==> src/rtl/vga_pattern_gen.sv <==
// vga_pattern_gen
//   Free-running VGA timing generator with four test patterns and a slow
//   palette rotation. The x/y raster counters drive the sync outputs and a
//   pixel colour function. All outputs are registered, so the values seen in
//   cycle t belong to the (x,y) position of cycle t-1.
//
//   Optional feature (compile-time macro VGA_SCROLL_EN): a per-frame
//   horizontal scroll offset applied to patterns 1-3.
//
// Ports
//   clk         pixel clock
//   rst_n       synchronous active-low reset
//   ena         pixel enable; rgb is forced to 0 while low (timing keeps running)
//   mode[1:0]   pattern select: 0 quadrants, 1 checker, 2 bars, 3 gradient
//               (sampled only at the first pixel of a frame)
//   pause       holds the frame counter, palette rotation and scroll offset
//   hsync       active-low horizontal sync
//   vsync       active-low vertical sync
//   rgb[5:0]    colour {R[1:0],G[1:0],B[1:0]}
//   frame_start one-cycle pulse aligned with the output of pixel (0,0)
module vga_pattern_gen #(
    parameter int H_ACTIVE   = 640,
    parameter int H_FP       = 16,
    parameter int H_SYNC     = 96,
    parameter int H_BP       = 48,
    parameter int V_ACTIVE   = 480,
    parameter int V_FP       = 10,
    parameter int V_SYNC     = 2,
    parameter int V_BP       = 33,
    parameter int TILE_LOG2  = 6,
    parameter int ROT_FRAMES = 60
) (
    input  logic       clk,
    input  logic       rst_n,
    input  logic       ena,
    input  logic [1:0] mode,
    input  logic       pause,
    output logic       hsync,
    output logic       vsync,
    output logic [5:0] rgb,
    output logic       frame_start
);

    localparam int H_TOT = H_ACTIVE + H_FP + H_SYNC + H_BP;
    localparam int V_TOT = V_ACTIVE + V_FP + V_SYNC + V_BP;
    localparam int XW    = $clog2(H_TOT);
    localparam int YW    = $clog2(V_TOT);
    localparam int FW    = (ROT_FRAMES > 1) ? $clog2(ROT_FRAMES) : 1;

    // Thresholds are one bit wider than the counters so that a bound equal
    // to the total (zero back porch) still fits.
    localparam logic [XW:0] X_LAST   = (XW+1)'(H_TOT - 1);
    localparam logic [XW:0] X_ACT    = (XW+1)'(H_ACTIVE);
    localparam logic [XW:0] X_HALF   = (XW+1)'(H_ACTIVE / 2);
    localparam logic [XW:0] X_SYNC_S = (XW+1)'(H_ACTIVE + H_FP);
    localparam logic [XW:0] X_SYNC_E = (XW+1)'(H_ACTIVE + H_FP + H_SYNC);
    localparam logic [YW:0] Y_LAST   = (YW+1)'(V_TOT - 1);
    localparam logic [YW:0] Y_ACT    = (YW+1)'(V_ACTIVE);
    localparam logic [YW:0] Y_HALF   = (YW+1)'(V_ACTIVE / 2);
    localparam logic [YW:0] Y_SYNC_S = (YW+1)'(V_ACTIVE + V_FP);
    localparam logic [YW:0] Y_SYNC_E = (YW+1)'(V_ACTIVE + V_FP + V_SYNC);
    localparam logic [FW-1:0] FC_LAST = FW'(ROT_FRAMES - 1);

    logic [XW-1:0] x;
    logic [YW-1:0] y;
    logic [XW:0]   xz;
    logic [YW:0]   yz;
    logic          at_origin;

    logic [FW-1:0] fc, fc_nxt;
    logic [1:0]    rot, rot_nxt;
    logic [1:0]    mode_q, mode_nxt;

    logic [XW-1:0] x_eff;
    logic [1:0]    x_tile, y_tile;
    logic [1:0]    idx;
    logic [5:0]    rgb_px;
    logic          hs_px, vs_px, active;

    assign xz        = {1'b0, x};
    assign yz        = {1'b0, y};
    assign at_origin = (x == '0) && (y == '0);

    // ------------------------------------------------------------------
    // Raster counters
    // ------------------------------------------------------------------
    always_ff @(posedge clk) begin
        if (!rst_n) begin
            x <= '0;
            y <= '0;
        end else if (xz == X_LAST) begin
            x <= '0;
            y <= (yz == Y_LAST) ? '0 : y + YW'(1);
        end else begin
            x <= x + XW'(1);
        end
    end

    // ------------------------------------------------------------------
    // Per-frame state: mode latch, frame counter, rotation.
    // The *_nxt values are also what the pixel path uses, so pixel (0,0)
    // already sees the values that hold for the rest of its frame.
    // ------------------------------------------------------------------
    always_comb begin
        fc_nxt   = fc;
        rot_nxt  = rot;
        mode_nxt = mode_q;
        if (at_origin) begin
            mode_nxt = mode;
            if (!pause) begin
                if (fc == FC_LAST) begin
                    fc_nxt  = '0;
                    rot_nxt = rot + 2'd1;
                end else begin
                    fc_nxt = fc + FW'(1);
                end
            end
        end
    end

    always_ff @(posedge clk) begin
        if (!rst_n) begin
            fc     <= '0;
            rot    <= '0;
            mode_q <= '0;
        end else begin
            fc     <= fc_nxt;
            rot    <= rot_nxt;
            mode_q <= mode_nxt;
        end
    end

`ifdef VGA_SCROLL_EN
    logic [XW-1:0] scroll, scroll_nxt;

    always_comb begin
        scroll_nxt = scroll;
        if (at_origin && !pause) begin
            scroll_nxt = scroll + XW'(1);
        end
    end

    always_ff @(posedge clk) begin
        if (!rst_n) begin
            scroll <= '0;
        end else begin
            scroll <= scroll_nxt;
        end
    end

    // Sum cannot overflow XW+1 bits; wrap within the visible width.
    assign x_eff = XW'(({1'b0, x} + {1'b0, scroll_nxt}) % X_ACT);
`else
    assign x_eff = x;
`endif

    // ------------------------------------------------------------------
    // Pixel colour and sync for the current (x,y)
    // ------------------------------------------------------------------
    function automatic logic [5:0] palette(input logic [1:0] i);
        logic [5:0] c;
        case (i)
            2'd0:    c = 6'b001100;
            2'd1:    c = 6'b111100;
            2'd2:    c = 6'b110000;
            default: c = 6'b000011;
        endcase
        return c;
    endfunction

    assign x_tile = 2'(x_eff >> TILE_LOG2);
    assign y_tile = 2'(y >> TILE_LOG2);
    assign active = (xz < X_ACT) && (yz < Y_ACT);
    assign hs_px  = !((xz >= X_SYNC_S) && (xz < X_SYNC_E));
    assign vs_px  = !((yz >= Y_SYNC_S) && (yz < Y_SYNC_E));

    always_comb begin
        idx    = 2'd0;
        rgb_px = 6'd0;
        case (mode_nxt)
            2'd0:    idx = {yz >= Y_HALF, xz >= X_HALF} + rot_nxt;
            2'd1:    idx = {x_tile[0] ^ y_tile[0], 1'b0} + rot_nxt;
            2'd2:    idx = x_tile + rot_nxt;
            default: idx = 2'd0;
        endcase
        if (mode_nxt == 2'd3) begin
            rgb_px = {x_tile, y_tile, rot_nxt};
        end else begin
            rgb_px = palette(idx);
        end
        if (!active || !ena) begin
            rgb_px = 6'd0;
        end
    end

    // ------------------------------------------------------------------
    // Output registers
    // ------------------------------------------------------------------
    always_ff @(posedge clk) begin
        if (!rst_n) begin
            hsync       <= 1'b1;
            vsync       <= 1'b1;
            rgb         <= 6'd0;
            frame_start <= 1'b0;
        end else begin
            hsync       <= hs_px;
            vsync       <= vs_px;
            rgb         <= rgb_px;
            frame_start <= at_origin;
        end
    end

endmodule
==> config.mk <==
export PLATFORM = sky130hd
export DESIGN_NAME = vga_pattern_gen
export DESIGN_NICKNAME = d
export VERILOG_FILES = /design/src/rtl/vga_pattern_gen.sv
export SDC_FILE = /design/constraint.sdc
export NUM_CORES = 1
export LEC_CHECK = 0
export ABC_AREA = 1
export CORE_ASPECT_RATIO = 0.7
export CORE_MARGIN = 4
export CORE_UTILIZATION = 40
export CTS_CLUSTER_DIAMETER = 30
export DETAILED_ROUTE_END_ITERATION = 16
export GPL_TIMING_DRIVEN = 0
export SKIP_LAST_GASP = 1
export SLEW_MARGIN = 10
export SYNTH_ARGS = -nofsm -noshare
export SYNTH_HDL_FRONTEND = slang
export SYNTH_SLANG_ARGS = --single-unit
==> constraint.sdc <==
create_clock -name clk -period 3.2 [get_ports clk]
set_input_delay 0.64 -clock clk [delete_from_list [all_inputs] [get_ports clk]]
set_output_delay 0.64 -clock clk [all_outputs]
set_load 0.1 [all_outputs]
==> flow_summary.yaml, run 1 <==
worst_setup_path:
  cp_top_family: "simple AND/OR/NAND/NOR gates"
  worstPathMaxFanout: 8
  path_common_cell: "ha_1"
  crit_slowest_cell: "dfxtp_1"
  critical_path.max_stage_delay_ps: 360
  cp-end-kind: "flip-flop"
  path_buf_inv: 2
  critical_path_class: "reg -> reg"
  cp.arrival_ps: 3110
  path_cells: "inv_1 -> ha_1 -> and2_1 -> nand3_2 -> nand2_2 -> nand2_4 -> nand2_2 -> o21ai_0 -> ha_1 -> a22oi_1 -> inv_1 -> ha_1 -> or2_1 -> a21oi_1"
  required_ps: 3430
  cp-start-kind: "flip-flop"
logic_synthesis:
  ys_seq_area_share_pct: 36.62
  synth_warnings: 0
  synthTopCellsByCount: "52 x nand2_1, 44 x inv_1, 43 x nor2_1, 39 x dfxtp_1"
  yosysTopAreaCellShare_pct: 36.62
  syn-cell-area_sq_um: 2132
  synth_edf_count: 0
  async_reset_ff_share_pct: 0
  synth_top_area_cell: "dfxtp_1"
  yosysUniqueCellTypes: 35
  synthTopCellsByArea: "dfxtp_1 37%, nand2_1 9.2%, inv_1 7.7%, nor2_1 7.6%, ha_1 5.3%"
  synth-seq-cells: 39
  syn_inst: 295
  synth_nets: 310
  synth_ff_type: "dfxtp_1"
  postSynthAreaPerCell_sq_um: 7.227
  synth_most_common_cell: "nand2_1"
cells_and_area:
  multi_input_area_sq_um: 1160
  antenna_cells: 0
  seq_area_sq_um: 780.7
  fill_cells: 495
  nets: 331
  syn_to_final_growth_pct: 15.32
  post_route_cells_drive_above_1_share_pct: 11.67
sta:
  fin_skew_ps: 6.489
  setup_ws_ps: 315.0
  fin_crit_sh_pct: 90.15
  grt_setup_unrepaired: "no"
  relSlewSlack_pct: 35.48
  finalHoldViolations: 0
  setup_violations: 0
  max_clock_freq_ghz: 0.3466
  tns_ps: 0
  maxSlewViolCount: 0
  fin_crit_ps: 2885
  tightest_slew_ps: 964.8
floorplanning:
  num_io_pins: 15
  dieWidth_um: 95.26
  initial_core_util_pct: 42.93
  die_h_um: 69.08
  core_area_sq_um: 4966
  design.die.area_sq_um: 6581
  rows: 21
routing:
  drc: 0
  dr.first_iter.drc_count: 94
  ant_nets: 0
  routed_via_density: 4.681
  wl_per_cell_um: 10.81
  routed-via-count: 1807
  dr.pass1.iters: 4
  wirelength_um: 4172
grt:
  grt_max_degree: 12
  antenna_found_initial: 0
  grt_pass1_vias: 1576
  grt_pass1_wl_um: 7251
  grt-ovfl-total: 0
  grt_usage_pct: 13.90
clock_network:
  insertion_delay_ps: 290
  path_clk_slew_ps: 70
  htreeDepth: 2
  cts_buffer_depth: 2
  clock_sinks: 39
  hold_buffers: 0
  cts_resized: 0
  post_cts_buffers: 0
  cts_root_buffer: "clkbuf_8"
  cts_tree: "built"
  cts_buffers: 5
place:
  numPortBuffers: 14
  dp_hpwl_um: 3294
  gp_congestion: 0.8362
  place_worst_setup_slack_ps: 127.2
power:
  p_leak_nw: 1.068
  ir_worst_vdd_v: 0.0001924
  p_total_w: 0.001036
  pwr_density_cell_nw_per_um2: 421.2
run_status:
  status: "complete, no violations"
flow_run:
  cap_violations: 0
hold_path:
  hold_path_class: "reg -> reg"
## per-layer routing
layer	global-route usage, %	share of wire [%]
met5	0	0
met4	4.800	1.1
met3	3.913	5.4
met2	18.23	39
met1	21.18	54
## power breakdown
group	switching, W	internal (W)	leakage (nW)	total (W)
Combinational	0.000116	0.0000473	0.700	0.000164
Sequential	0.00000681	0.000500	0.316	0.000507
Clock	0.000169	0.000197	0.0515	0.000366
## placed cells by master (no fill, tap or decap), drive strengths merged
master / synthesis / layout
nor3: 9 / 9
nor3b: 4 / 4
clkdlybuf4s50: 0 / 14
xnor2: 3 / 3
ha: 9 / 9
a211oi: 2 / 2
xor2: 7 / 7
o21ai: 12 / 12
nand2: 58 / 58
inv: 47 / 47
clkbuf: 1 / 9
and3: 1 / 1
nand3: 18 / 18
and2: 1 / 1
nor2: 54 / 54
a22oi: 1 / 1
nor4: 1 / 1
a21oi: 16 / 16
or2: 2 / 2
dfxtp: 39 / 39
a221oi: 1 / 1
buf: 1 / 1
nand4: 7 / 7
a31oi: 1 / 1
## registers in the layout (all words and copies together), names as in the netlist
register     count
fc               6
frame_start      1
rot              2
hsync            1
vsync            1
rgb              6
x               10
y               10
mode_q           2
## final timing paths
kind              startpoint     end  slack [ps]  cells after the start
setup / recovery        y[1]  rgb[4]         320                     14
setup reg to reg        y[1]  rgb[4]         320                     14
hold reg to reg         y[3]   vsync         470                      1
hold / removal          y[3]   vsync         470                      1
## cell families (layout without fill, tap and decap cells)
group	count (synthesis)	count (layout)	synth area share, %
AOI/OAI and AO/OA	33	33	8.510
xor gates and xnor gates	10	10	4.461
adders and majority gates	9	9	5.282
buffers and inverters	49	71	8.979
DFF	39	39	36.62
and+or+nand+nor	155	155	36.15
## metrics by stage
stage	hold WS (ps)	util, %	area [sq um]	std cells
after floorplan	426.4	-	2132	295
after global placement	448.0	47.49	2359	378
after detailed placement	455.4	47.49	2359	378
after CTS	472.0	49.51	2459	386
after global routing	504.7	49.51	2459	386
final	466.7	49.51	2459	386
## final cells by class
cell class,count,area share (%)
Multi-Input combinational cell,207,47.18
Sequential cell,39,31.76
Inverter,47,7.176
Timing Repair Buffer,14,5.700
Clock buffer,8,4.071
Tap cell,69,3.511
Buffer,2,0.6107
Note: power is estimated with default switching activity, not from simulation.
==> run 2: changes to the inputs <==
GPL_ROUTABILITY_DRIVEN = 1   (was default)
==> results of run 2 <==
Same layout as run 1: the final DEF is identical, and so are final timing and power.
